--- src/rtl/gf_vme_slave_cycle_if.sv ---
// VME A24/D16 slave-side bus bundle: strobes, address/modifier, data in/out, DTACK.
// The master modport is the bus side (or a bench), the slave modport is the cycle handler.
interface gf_vme_slave_cycle_if;
   logic        vme_as_n;
   logic        vme_ds0_n;
   logic        vme_ds1_n;
   logic        vme_write_n;
   logic [5:0]  vme_am;
   logic [22:0] vme_addr;
   logic [15:0] vme_data_in;
   logic [15:0] vme_data_out;
   logic        vme_data_oe;
   logic        vme_dtack;

   modport master (
      output vme_as_n, vme_ds0_n, vme_ds1_n, vme_write_n,
      output vme_am, vme_addr, vme_data_in,
      input  vme_data_out, vme_data_oe, vme_dtack
   );

   modport slave (
      input  vme_as_n, vme_ds0_n, vme_ds1_n, vme_write_n,
      input  vme_am, vme_addr, vme_data_in,
      output vme_data_out, vme_data_oe, vme_dtack
   );
endinterface

--- src/rtl/gf_vme_slave_cycle.sv ---
// VME A24/D16 slave cycle handler: synchronises strobes, qualifies board/AM, holds one
// steady access level per VME cycle for the downstream pulse decoder, and drives DTACK.
module gf_vme_slave_cycle #(
   parameter logic [6:0]  BOARD_BASE    = 7'h00,
   parameter int unsigned ACCESS_CYCLES = 4,
   parameter logic [5:0]  AM_DATA0      = 6'h39,
   parameter logic [5:0]  AM_DATA1      = 6'h3D
) (
   input  logic                       clk,
   input  logic                       init,
   gf_vme_slave_cycle_if.slave        vme,
   output logic [15:0]                address,
   output logic                       writeAccess,
   output logic                       readAccess,
   output logic [15:0]                wr_data,
   input  logic [15:0]                rd_data
);

   localparam logic [3:0] CNT_LAST = 4'(ACCESS_CYCLES - 1);

   typedef enum logic [1:0] {
      IDLE,
      ACCESS,
      DTACK,
      RELEASE
   } state_t;

   state_t      state;
   state_t      state_next;

   logic [1:0]  as_sync;
   logic [1:0]  ds0_sync;
   logic [1:0]  ds1_sync;
   logic [1:0]  write_sync;
   logic        as_s;
   logic        ds0_s;
   logic        ds1_s;
   logic        write_s;

   logic [3:0]  cnt;
   logic        is_write;
   logic [15:0] data_out;

   logic        am_ok;
   logic        board_ok;
   logic        start;
   logic        load;
   logic        capture;

   // Two-stage synchronisers; reset to the inactive (high) level.
   always_ff @(posedge clk) begin
      if (init) begin
         as_sync    <= '1;
         ds0_sync   <= '1;
         ds1_sync   <= '1;
         write_sync <= '1;
      end else begin
         as_sync    <= {as_sync[0],    vme.vme_as_n};
         ds0_sync   <= {ds0_sync[0],   vme.vme_ds0_n};
         ds1_sync   <= {ds1_sync[0],   vme.vme_ds1_n};
         write_sync <= {write_sync[0], vme.vme_write_n};
      end
   end

   assign as_s    = as_sync[1];
   assign ds0_s   = ds0_sync[1];
   assign ds1_s   = ds1_sync[1];
   assign write_s = write_sync[1];

   // am/addr are only looked at once both DS are low, where VME guarantees stability.
   assign am_ok    = (vme.vme_am == AM_DATA0) || (vme.vme_am == AM_DATA1);
   assign board_ok = (vme.vme_addr[22:16] == BOARD_BASE);
   assign start    = !as_s && !ds0_s && !ds1_s && am_ok && board_ok;

   always_ff @(posedge clk) begin
      if (init) begin
         state <= IDLE;
      end else begin
         state <= state_next;
      end
   end

   always_comb begin
      state_next      = state;
      load            = 1'b0;
      capture         = 1'b0;
      writeAccess     = 1'b0;
      readAccess      = 1'b0;
      vme.vme_dtack   = 1'b0;
      vme.vme_data_oe = 1'b0;
      case (state)
         IDLE: begin
            if (start) begin
               load       = 1'b1;
               state_next = ACCESS;
            end
         end
         ACCESS: begin
            writeAccess = is_write;
            readAccess  = !is_write;
            // Abort wins over completion so a withdrawn master never sees DTACK.
            if (as_s) begin
               state_next = RELEASE;
            end else if (cnt == CNT_LAST) begin
               capture    = !is_write;
               state_next = DTACK;
            end
         end
         DTACK: begin
            writeAccess     = is_write;
            readAccess      = !is_write;
            vme.vme_dtack   = 1'b1;
            vme.vme_data_oe = !is_write;
            if (ds0_s && ds1_s) begin
               state_next = RELEASE;
            end
         end
         RELEASE: begin
            state_next = IDLE;
         end
         default: begin
            state_next = IDLE;
         end
      endcase
   end

   always_ff @(posedge clk) begin
      if (init) begin
         cnt      <= '0;
         is_write <= 1'b0;
         address  <= '0;
         wr_data  <= '0;
         data_out <= '0;
      end else begin
         if (load) begin
            cnt      <= '0;
            is_write <= !write_s;
            address  <= vme.vme_addr[15:0];
            wr_data  <= vme.vme_data_in;
         end else if (state == ACCESS) begin
            cnt <= cnt + 4'd1;
         end
         if (capture) begin
            data_out <= rd_data;
         end
      end
   end

   assign vme.vme_data_out = data_out;

endmodule

--- src/flat_wrapper.sv ---
// flat-port wrapper written by rule: the top's interface ports become plain ports
module gf_vme_slave_cycle_flat 
#(
   parameter logic [6:0]  BOARD_BASE    = 7'h00,
   parameter int unsigned ACCESS_CYCLES = 4,
   parameter logic [5:0]  AM_DATA0      = 6'h39,
   parameter logic [5:0]  AM_DATA1      = 6'h3D
)
  (clk, init, address, writeAccess, readAccess, wr_data, rd_data, vme_vme_as_n, vme_vme_ds0_n, vme_vme_ds1_n, vme_vme_write_n, vme_vme_am, vme_vme_addr, vme_vme_data_in, vme_vme_data_out, vme_vme_data_oe, vme_vme_dtack);
  gf_vme_slave_cycle_if vme_i ();
  input  logic clk;
  input  logic init;
  output logic [15:0] address;
  output logic writeAccess;
  output logic readAccess;
  output logic [15:0] wr_data;
  input  logic [15:0] rd_data;
  input wire logic [$bits(vme_i.vme_as_n)-1:0] vme_vme_as_n;
  input wire logic [$bits(vme_i.vme_ds0_n)-1:0] vme_vme_ds0_n;
  input wire logic [$bits(vme_i.vme_ds1_n)-1:0] vme_vme_ds1_n;
  input wire logic [$bits(vme_i.vme_write_n)-1:0] vme_vme_write_n;
  input wire logic [$bits(vme_i.vme_am)-1:0] vme_vme_am;
  input wire logic [$bits(vme_i.vme_addr)-1:0] vme_vme_addr;
  input wire logic [$bits(vme_i.vme_data_in)-1:0] vme_vme_data_in;
  output wire logic [$bits(vme_i.vme_data_out)-1:0] vme_vme_data_out;
  output wire logic [$bits(vme_i.vme_data_oe)-1:0] vme_vme_data_oe;
  output wire logic [$bits(vme_i.vme_dtack)-1:0] vme_vme_dtack;
  assign vme_i.vme_as_n = vme_vme_as_n;
  assign vme_i.vme_ds0_n = vme_vme_ds0_n;
  assign vme_i.vme_ds1_n = vme_vme_ds1_n;
  assign vme_i.vme_write_n = vme_vme_write_n;
  assign vme_i.vme_am = vme_vme_am;
  assign vme_i.vme_addr = vme_vme_addr;
  assign vme_i.vme_data_in = vme_vme_data_in;
  assign vme_vme_data_out = vme_i.vme_data_out;
  assign vme_vme_data_oe = vme_i.vme_data_oe;
  assign vme_vme_dtack = vme_i.vme_dtack;
  gf_vme_slave_cycle #(.BOARD_BASE(BOARD_BASE), .ACCESS_CYCLES(ACCESS_CYCLES), .AM_DATA0(AM_DATA0), .AM_DATA1(AM_DATA1)) u_core (.clk(clk), .init(init), .vme(vme_i), .address(address), .writeAccess(writeAccess), .readAccess(readAccess), .wr_data(wr_data), .rd_data(rd_data));
endmodule
--- config.mk ---
export PLATFORM = sky130hd
export DESIGN_NAME = gf_vme_slave_cycle_flat
export DESIGN_NICKNAME = d
export VERILOG_FILES = /design/src/rtl/gf_vme_slave_cycle_if.sv /design/src/rtl/gf_vme_slave_cycle.sv /design/src/flat_wrapper.sv
export SDC_FILE = /design/constraint.sdc
export NUM_CORES = 1
export LEC_CHECK = 0
export ABC_AREA = 1
export BUFFER_PORTS_ARGS = -buffer_cell sky130_fd_sc_hd__buf_4
export CELL_PAD_IN_SITES_DETAIL_PLACEMENT = 1
export CELL_PAD_IN_SITES_GLOBAL_PLACEMENT = 1
export CORE_MARGIN = 4
export CORE_UTILIZATION = 28
export DETAILED_ROUTE_END_ITERATION = 8
export GPL_TIMING_DRIVEN = 1
export PLACE_DENSITY_LB_ADDON = 0.2
export SYNTH_ARGS = -nofsm -noshare
export SYNTH_HDL_FRONTEND = slang
export SYNTH_SLANG_ARGS = --single-unit
--- constraint.sdc ---
create_clock -name clk -period 1.5 [get_ports clk]
set_input_delay 0.15 -clock clk [delete_from_list [all_inputs] [get_ports clk]]
set_output_delay 0.15 -clock clk [all_outputs]
set_load 0.01 [all_outputs]
## Word level (Yosys, flattened, before mapping)

Index checks and enable logic that the tools add are counted.

| storage, ports and cells | value |
|---|---|
| logic and storage cells | 50 |
| input port bits | 67 |
| flip-flop bits (word level) | 63 |
| output and inout port bits | 52 |

| operators by class | value |
|---|---|
| equality and inequality tests | 9 |
| muxes and demuxes | 14 |
| reductions and logical operators | 16 |
| add/subtract/negate cells | 1 |

Operators with widths:

| kind | count |
|---|---|
| $eq 6x6->1 const B | 2 |
| $mux 1 | 9 |
| $mux 2 | 4 |
| $pmux 2 s4 | 1 |
| $logic_not 7->1 | 1 |
| $logic_and 1x1->1 | 5 |
| $logic_not 1->1 | 5 |
| $add 4x1->4 const B | 1 |
| $eq 2x2->1 const B | 2 |
| $eq 4x2->1 const B | 1 |
| $ne 2x1->1 const B | 2 |
| $reduce_or 2->1 | 2 |
| $ne 3x1->1 const B | 1 |
| $reduce_and 3->1 | 1 |
| $eq 2x1->1 const B | 1 |
| $logic_not 2->1 | 1 |
| $logic_or 1x1->1 | 1 |

## Longest topological paths before layout

Gate-level depths: netlist of the first run.

| logic depth | value |
|---|---|
| depth in word-level cells | 8 |
| depth in mapped cells | 9 |
| mapped depth without buffers | 9 |

## Least setup slack after synthesis of the first run

Ideal clock, no wire load.

| timing | value |
|---|---|
| kind | register -> register |
| start point | register u_core.state[1] |
| end point | register u_core.data_out[10] (netlist: u_core.vme.vme_data_out[10]) |
| required time | 1.368 ns |
| path slack | -0.035 ns |
| clock period less this slack | 1.535 ns |
| cell stages (with the launch flop) | 10 |
| library setup time | 0.132 ns |
| path buffers | 1 |
| arrival | 1.402 ns |
| path through | dfxtp_1 > inv_1 > ha_1 > inv_2 > or2_4 > nor2_8 > nand2_4 > buf_6 > nand2_1 > a21oi_1 |

| on the way | value |
|---|---|
| word-level cells in the longest chain between the ends | 2 |

RTL lines:

| element | RTL line | text |
|---|---|---|
| from (decl) | gf_vme_slave_cycle.sv:28 | `state_t state;` |
| from (signal assigned) | gf_vme_slave_cycle.sv:79 | `state <= state_next;` |
| $eq 2x1->1 | gf_vme_slave_cycle.sv:91 | `case (state)` |
| $mux 1 | gf_vme_slave_cycle.sv:91 |  |
| to (signal assigned) | gf_vme_slave_cycle.sv:144 | `data_out <= rd_data;` |
| to (decl) | gf_vme_slave_cycle.sv:42 | `logic [15:0] data_out;` |

No other way between the ends.
A chain may end at the register's enable or synchronous reset.

## Final worst setup path of the first run

| timing | value |
|---|---|
| start point | register u_core.state[0] |
| end point | register u_core.data_out[3] (netlist: u_core.vme.vme_data_out[3]) |

Same word-level chain as after synthesis.

==> results of run 1 <==
[registers in the layout, indices dropped and copies added (netlist names)]
signal	count
u_core.address	16
u_core.vme.vme_data_out	16
u_core.wr_data	16
u_core.cnt	4
u_core.as_sync	2
u_core.ds0_sync	2
u_core.ds1_sync	2
u_core.state	2
u_core.write_sync	2
u_core.is_write	1
[logic make-up (layout without fill, tap and decap cells)]
logic type	Yosys count	in the layout
adders and majority gates	4	4
and+or+nand+nor	145	145
AOI/OAI and AO/OA	57	57
xor gates and xnor gates	2	2
buffers and inverters	29	167
DFF	63	63
[report_power, final]
part / internal [µW] / switching, µW / total, µW
Combinational: 487 / 440 / 927
Clock: 769 / 691 / 1460
Sequential: 1730 / 47.1 / 1780
Total: 2990 / 1180 / 4170
[synth_stat cells, drive strengths merged]
master / n
nand4: 1
o21ai: 1
inv: 14
buf: 5
nor3: 1
ha: 4
clkbuf: 10
o211ai: 1
xor2: 1
nand3: 19
dfxtp: 63
o21bai: 1
or2: 10
xnor2: 1
nor2: 16
a21oi: 54
nand2: 98
[worst max path at each step]
stage                                  endpoint  slack, ns  cells past startpoint
floorplan           u_core.vme.vme_data_out[10]       0.03                      8
global placement                  u_core.cnt[2]       0.07                      6
detailed placement                u_core.cnt[2]       0.02                      6
CTS                                  readAccess       0.02                      5
global route         u_core.vme.vme_data_out[3]      -0.08                      8
finish               u_core.vme.vme_data_out[3]      -0.02                      8
[placed cells by master, fill, tap and decap left out, drive strengths merged]
master / count
clkinv: 3
clkinvlp: 2
dlygate4sd3: 4
or2: 10
buf: 131
a21oi: 54
xnor2: 1
o21ai: 1
inv: 15
ha: 4
bufinv: 1
nand2: 98
clkbuf: 11
o21bai: 1
o211ai: 1
xor2: 1
nor3: 1
dfxtp: 63
nor2: 16
nand4: 1
nand3: 19
[worst max-delay path, stage by stage (launching register included)]
cell,delay (ns)
dfxtp_2,0.35
buf_6,0.10
ha_4,0.12
inv_2,0.04
or2_4,0.27
nor2_8,0.19
clkbuf_16,0.19
nand3_2,0.07
a21oi_2,0.12
[cell type report]
type / instances / area (µm²)
Fill cell: 998 / 4350
Sequential cell: 63 / 1270
Multi-Input combinational cell: 208 / 1170
Timing Repair Buffer: 137 / 1130
Tap cell: 105 / 131
Clock buffer: 9 / 124
Clock inverter: 7 / 72.6
Inverter: 14 / 57.6
[per-layer routing]
layer,GRT usage [%],share of wire (%),up-vias
met2,24.1,51,70
met1,15.7,40,1135
met3,5.67,8.5,8
met5,0,0,-
met4,5.08,0.99,0
li1,-,-,1228
[repair_timing]
action	CTS	global route
gates cloned	0	2
endpoints found under the setup margin	4	57
resized for setup	3	43
buffers inserted	2	3
hold buffers	4	0
endpoints found under the hold margin	4	0
pin swaps	0	24
[through the flow]
stage	power (µW)	hold WS (ns)	instance area [µm²]
after global routing	4400	0.0562	3950
after detailed placement	2540	0.339	3450
after CTS	4070	0.0516	3700
after global placement	2520	0.338	3450
final	4170	0.0703	3950
after floorplan	2200	0.254	2420
==> results.ini, run 1 <==
[routing]
ant_nets=0
vias=2441
wl_per_cell_um=13.9
drcViolationCount=0
drtIter0Drc=39
dr.pass1.iters=4
vias_per_cell=4.50
wirelength_mm=7.55

[logic_synthesis]
synth-compound-area-share_pct=12.1
yosysSeqAreaShare_pct=52.4
synth-simple-area-share_pct=26.6
syn_nets=371
netlist_top_cells_area=dfxtp_1 52%, nand2_1 15%, a21oi_1 11%, nand3_1 3.7%, nor2_1 2.3%
synth_top_cell_area_share_pct=52.4
synth_xor_area_share_pct=0.728
synth_area_leader_cell=dfxtp_1
synth-seq-cells=63
yosysUniqueCellTypes=25
synth_top_family_by_area=simple AND/OR/NAND/NOR gates
avgSynthCellArea_um2=8.02
syn_inst=300
synth_mux_area_share_pct=0
synthAdderAreaFrac_pct=2.08
synth_area_um2=2410
yosys_warnings=0

[floorplanning]
num_rows=33
die_x_um=101
io_pins=119
fp.coreArea_um2=8300
dieArea_um2=10100
die_h_um=101
initial_utilization_pct=29.0

[critical_path]
reg2reg_depth=8
cp_data_required_time_ns=1.76
path_max_fanout=8
crit_path_start=u_core.state[0]
regToRegEndpoint=u_core.vme.vme_data_out[3]
r2r-start=u_core.state[0]
crit_type=flop to flop
cp-end-kind=flop
worstPathArrival_ns=1.78
r2r_slack_ns=-0.02
start_kind=flop

[grt]
grt_pass1_wl_mm=11.4
grt_pass1_vias=2458
grt_start_max_net_pins=40
grt_use_total_pct=14.1
grt_antenna_before_repair=0
grt_overflow_total=0

[placement]
place_hpwl_mm=5.14
io_buffers=117
place_inst=516
gp_congestion=0.761
pre_cts_ws_ns=0.0231

[status]
status=complete, but fails checks
violations=negative setup slack

[power]
ir_worst_vdd_v=0.000442
leakage_uw=0.00162
powerDensity_nw_per_um2=1050

[clock_network]
cts_made_buffers=9
numClockSinks=63
cts_max_level=3
cts_tree=yes
clock_latency_ns=0.33
clkTransAtPathRegs_ns=0.07
cts_root_buffer=clkbuf_8
cts.path.max_buffers=2

[timing]
finalCritPeriodShare_pct=101
skew_ns=0.00689
finalSetupViolCount=2
final.setup.tns_ns=-0.0261
relSlewSlack_pct=69.2
rsz0062_at_grt=true
fmax_mhz=658
drv_slew=0
post-route-min-period_ns=1.52
worst_slack_ns=-0.0187
hold_viol=0
worst-slew-pin-transition_ns=0.463

[cells_and_area]
fin_util_pct=47.6
area_growth_pct=64.1
fin_cells=543
final_nets=504
layout-drive-gt1-share_pct=46.8
n_antenna_cell=0

[hold_path]
hold_path_end=u_core.wr_data[5]
hold_depth=3
hold_path.class=input port to flop
hp-start=vme_vme_data_in[5]

[job]
maxCapViolCount=0

(Power assumes the default switching activity.)
==> run 2, diff against run 1 <==
--- a/config.mk
+++ b/config.mk
@@ -13,7 +13,7 @@
 export CORE_UTILIZATION = 28
 export DETAILED_ROUTE_END_ITERATION = 8
 export GPL_TIMING_DRIVEN = 1
-export PLACE_DENSITY_LB_ADDON = 0.2
+export PLACE_DENSITY = 0.74
 export SYNTH_ARGS = -nofsm -noshare
 export SYNTH_HDL_FRONTEND = slang
 export SYNTH_SLANG_ARGS = --single-unit
==> results.ini, run 2 (synthesized netlist as in run 1, its figures left out) <==
[cells_and_area]
fin_util_pct=44.3  ; was 47.6%
layout_commonest_cell=buf_4  ; unchanged
fin_area_um2=3680  ; was 3950 µm²
layout-drive-gt1-share_pct=38.8  ; was 46.8%
n_antenna_cell=0  ; unchanged
final_cell_mix=125 x buf_4, 97 x nand2_1, 60 x dfxtp_1  ; was 126 x buf_4, 93 x nand2_1, 59 x dfxtp_1
regArea_um2=1270  ; about the same
area_growth_pct=52.8  ; was 64.1%
final_nets=500  ; was 504
nFillCells=1021  ; was 998
fin_cells=538  ; was 543
multi_input_area_um2=1030  ; was 1170 µm²

[clock_network]
cts_made_buffers=9  ; unchanged
cts_root_buffer=clkbuf_8  ; unchanged
clkTransAtPathRegs_ns=0.07  ; about the same
cts.path.max_buffers=2  ; unchanged
cts_tree=yes  ; unchanged
cts_max_level=3  ; unchanged
numClockSinks=63  ; unchanged
clock_latency_ns=0.32  ; was 0.33 ns

[critical_path]
critical_path_buf_inv_count=3  ; unchanged
cp_data_required_time_ns=1.35  ; was 1.76 ns
worstPathArrival_ns=1.27  ; was 1.78 ns
crit_type=flop to output pin  ; was flop to flop
max_stage_delay_ns=0.37  ; was 0.35 ns
r2r-start=u_core.state[1]  ; was u_core.state[0]
regToRegEndpoint=u_core.vme.vme_data_out[14]  ; was u_core.vme.vme_data_out[3]
reg2reg_depth=8  ; unchanged
r2r_slack_ns=0.09  ; was -0.02 ns
cpMaxStageDelayCell=dfxtp_4  ; was dfxtp_2
critPathTopFamily=flip-flops  ; was simple AND/OR/NAND/NOR gates
crit_chain=inv_2, ha_4, inv_1, nor2_1, buf_4  ; was buf_6, ha_4, inv_2, or2_4, nor2_8, clkbuf_16, nand3_2, a21oi_2
cp.depth=5  ; was 8
cp-end-kind=output pin  ; was flop
path_max_fanout=3  ; was 8
start_kind=flop  ; unchanged

[power]
p_seq_share_pct=46.6  ; was 42.7%
internal_power_uw=2810  ; was 2990 µW
ir_worst_vdd_v=0.000507  ; was 0.000442 V
p_sw_share_pct=27.3  ; was 28.3%
leakage_uw=0.00158  ; was 0.00162 µW
p_switching_uw=1050  ; was 1180 µW
p_clk_share_pct=32.5  ; was 35.0%
powerDensity_nw_per_um2=1050  ; about the same
power_frac_comb_pct=20.9  ; was 22.2%

[routing]
vias_per_cell=4.47  ; was 4.50
wl_per_cell_um=13.0  ; was 13.9 µm
routedLengthMet1_mm=2.84  ; was 3.00 mm
dr.pass1.iters=4  ; unchanged
wirelength_mm=6.98  ; was 7.55 mm
dr_wl_met2_mm=3.39  ; was 3.83 mm
highest_layer=met4  ; unchanged
drtIter0Drc=27  ; was 39
drcViolationCount=0  ; unchanged
met3WireLength_um=700  ; was 643 µm
vias=2406  ; was 2441
ant_nets=0  ; unchanged

[floorplanning]
dieArea_um2=10100  ; unchanged
num_rows=33  ; unchanged
fp.coreArea_um2=8300  ; unchanged
io_pins=119  ; unchanged
die_x_um=101  ; unchanged
initial_utilization_pct=29.0  ; unchanged
die_h_um=101  ; unchanged

[grt]
grt_pass1_vias=2437  ; was 2458
grt_antenna_before_repair=0  ; unchanged
grt_use_total_pct=14.0  ; was 14.1%
grt_pass1_wl_mm=11.4  ; about the same
grt_overflow_total=0  ; unchanged
grt_start_max_net_pins=43  ; was 40

[placement]
io_buffers=117  ; unchanged
place_inst=518  ; was 516
gp_congestion=0.782  ; was 0.761
place_hpwl_mm=5.19  ; was 5.14 mm
placed_area_um2=3420  ; was 3450 µm²

[job]
maxCapViolCount=0  ; unchanged

[hold_path]
hp-start=vme_vme_addr[15]  ; was vme_vme_data_in[5]
hold_depth=3  ; unchanged
hold_path.class=input port to flop  ; unchanged
hold_path_end=u_core.address[15]  ; was u_core.wr_data[5]

[timing]
fmax_mhz=706  ; was 658 MHz
relSlewSlack_pct=71.4  ; was 69.2%
post-route-min-period_ns=1.42  ; was 1.52 ns
rsz0062_at_grt=true  ; unchanged
drv_slew=0  ; unchanged
finalSetupViolCount=0  ; was 2
hold_viol=0  ; unchanged
finalCritPeriodShare_pct=94.4  ; was 101%
worst-slew-pin-transition_ns=0.428  ; was 0.463 ns
skew_ns=0.00909  ; was 0.00689 ns

[status]
status=complete, no violations  ; was complete, but fails checks

[run 2: cell types whose count changed in the layout (fill, tap and decap cells not counted), moves of 3 or more]
cell	before	now
a21oi_2	13	0
dfxtp_2	4	1
nand3_2	12	1
nand2_1	93	97
a21oi_1	41	54
buf_6	1	4
nand2_2	4	0
nand3_1	6	18
buf_12	4	0
[run 2: worst max path at each step]
stage	startpoint	to
final	u_core.state[0]	readAccess
after global routing	u_core.state[0]	readAccess
after CTS	u_core.state[0]	readAccess
after detailed placement	u_core.state[1]	u_core.address[4]
after global placement	u_core.state[1]	u_core.wr_data[9]
after floorplan	u_core.state[0]	u_core.vme.vme_data_out[10]
[run 2: worst register-to-register path, cell delays in order (launching register included)]
cell	delay [ns]
dfxtp_4	0.36
inv_4	0.08
ha_4	0.13
inv_2	0.03
or2_4	0.25
nor2_8	0.12
nand2_4	0.14
nand2_1	0.10
a21oi_1	0.07
[run 2: metrics by stage]
step | total power (µW) | hold WS, ns | TNS, ns | setup slack [ns]
4_1_cts | 3860 | 0.0592 | 0 | 0.0122
2_1_floorplan | 2200 | 0.254 | 0 | 0.0273
3_5_place_dp | 2550 | 0.338 | -1.93 | -0.0909
6_report | 3860 | 0.0774 | 0 | 0.0839
3_3_place_gp | 2540 | 0.335 | -0.418 | -0.0193
5_1_grt | 4110 | 0.0625 | -0.0569 | -0.0182
[run 2: layout make-up]
cell class	instances	area share, %
Clock buffer	11	3.84
Clock inverter	4	0.612
Inverter	14	1.70
Multi-Input combinational cell	208	27.9
Sequential cell	63	34.5
Tap cell	105	3.57
Timing Repair Buffer	133	27.8
[run 2: layer usage]
layer	vias up	track usage, %
li1	1220	-
met1	1106	15.6
met3	4	6.09
met5	-	0
met4	0	4.35
met2	76	23.9
[run 2: what timing repair did]
| action | CTS | global route |
|---|---|---|
| endpoints found under the hold margin | 4 | 0 |
| setup endpoints to repair | 38 | 55 |
| buffers inserted | 0 | 1 |
| gates resized for setup | 4 | 14 |
| hold buffers | 4 | 0 |
| pin swaps | 1 | 3 |
[run 2: power groups by stage]
stage	combinational (µW)	sequential (µW)	clock, µW
3_3_place_gp	732	1810	0
3_5_place_dp	746	1810	0
4_1_cts	764	1780	1310
2_1_floorplan	394	1800	0
5_1_grt	911	1800	1400
6_report	807	1800	1250
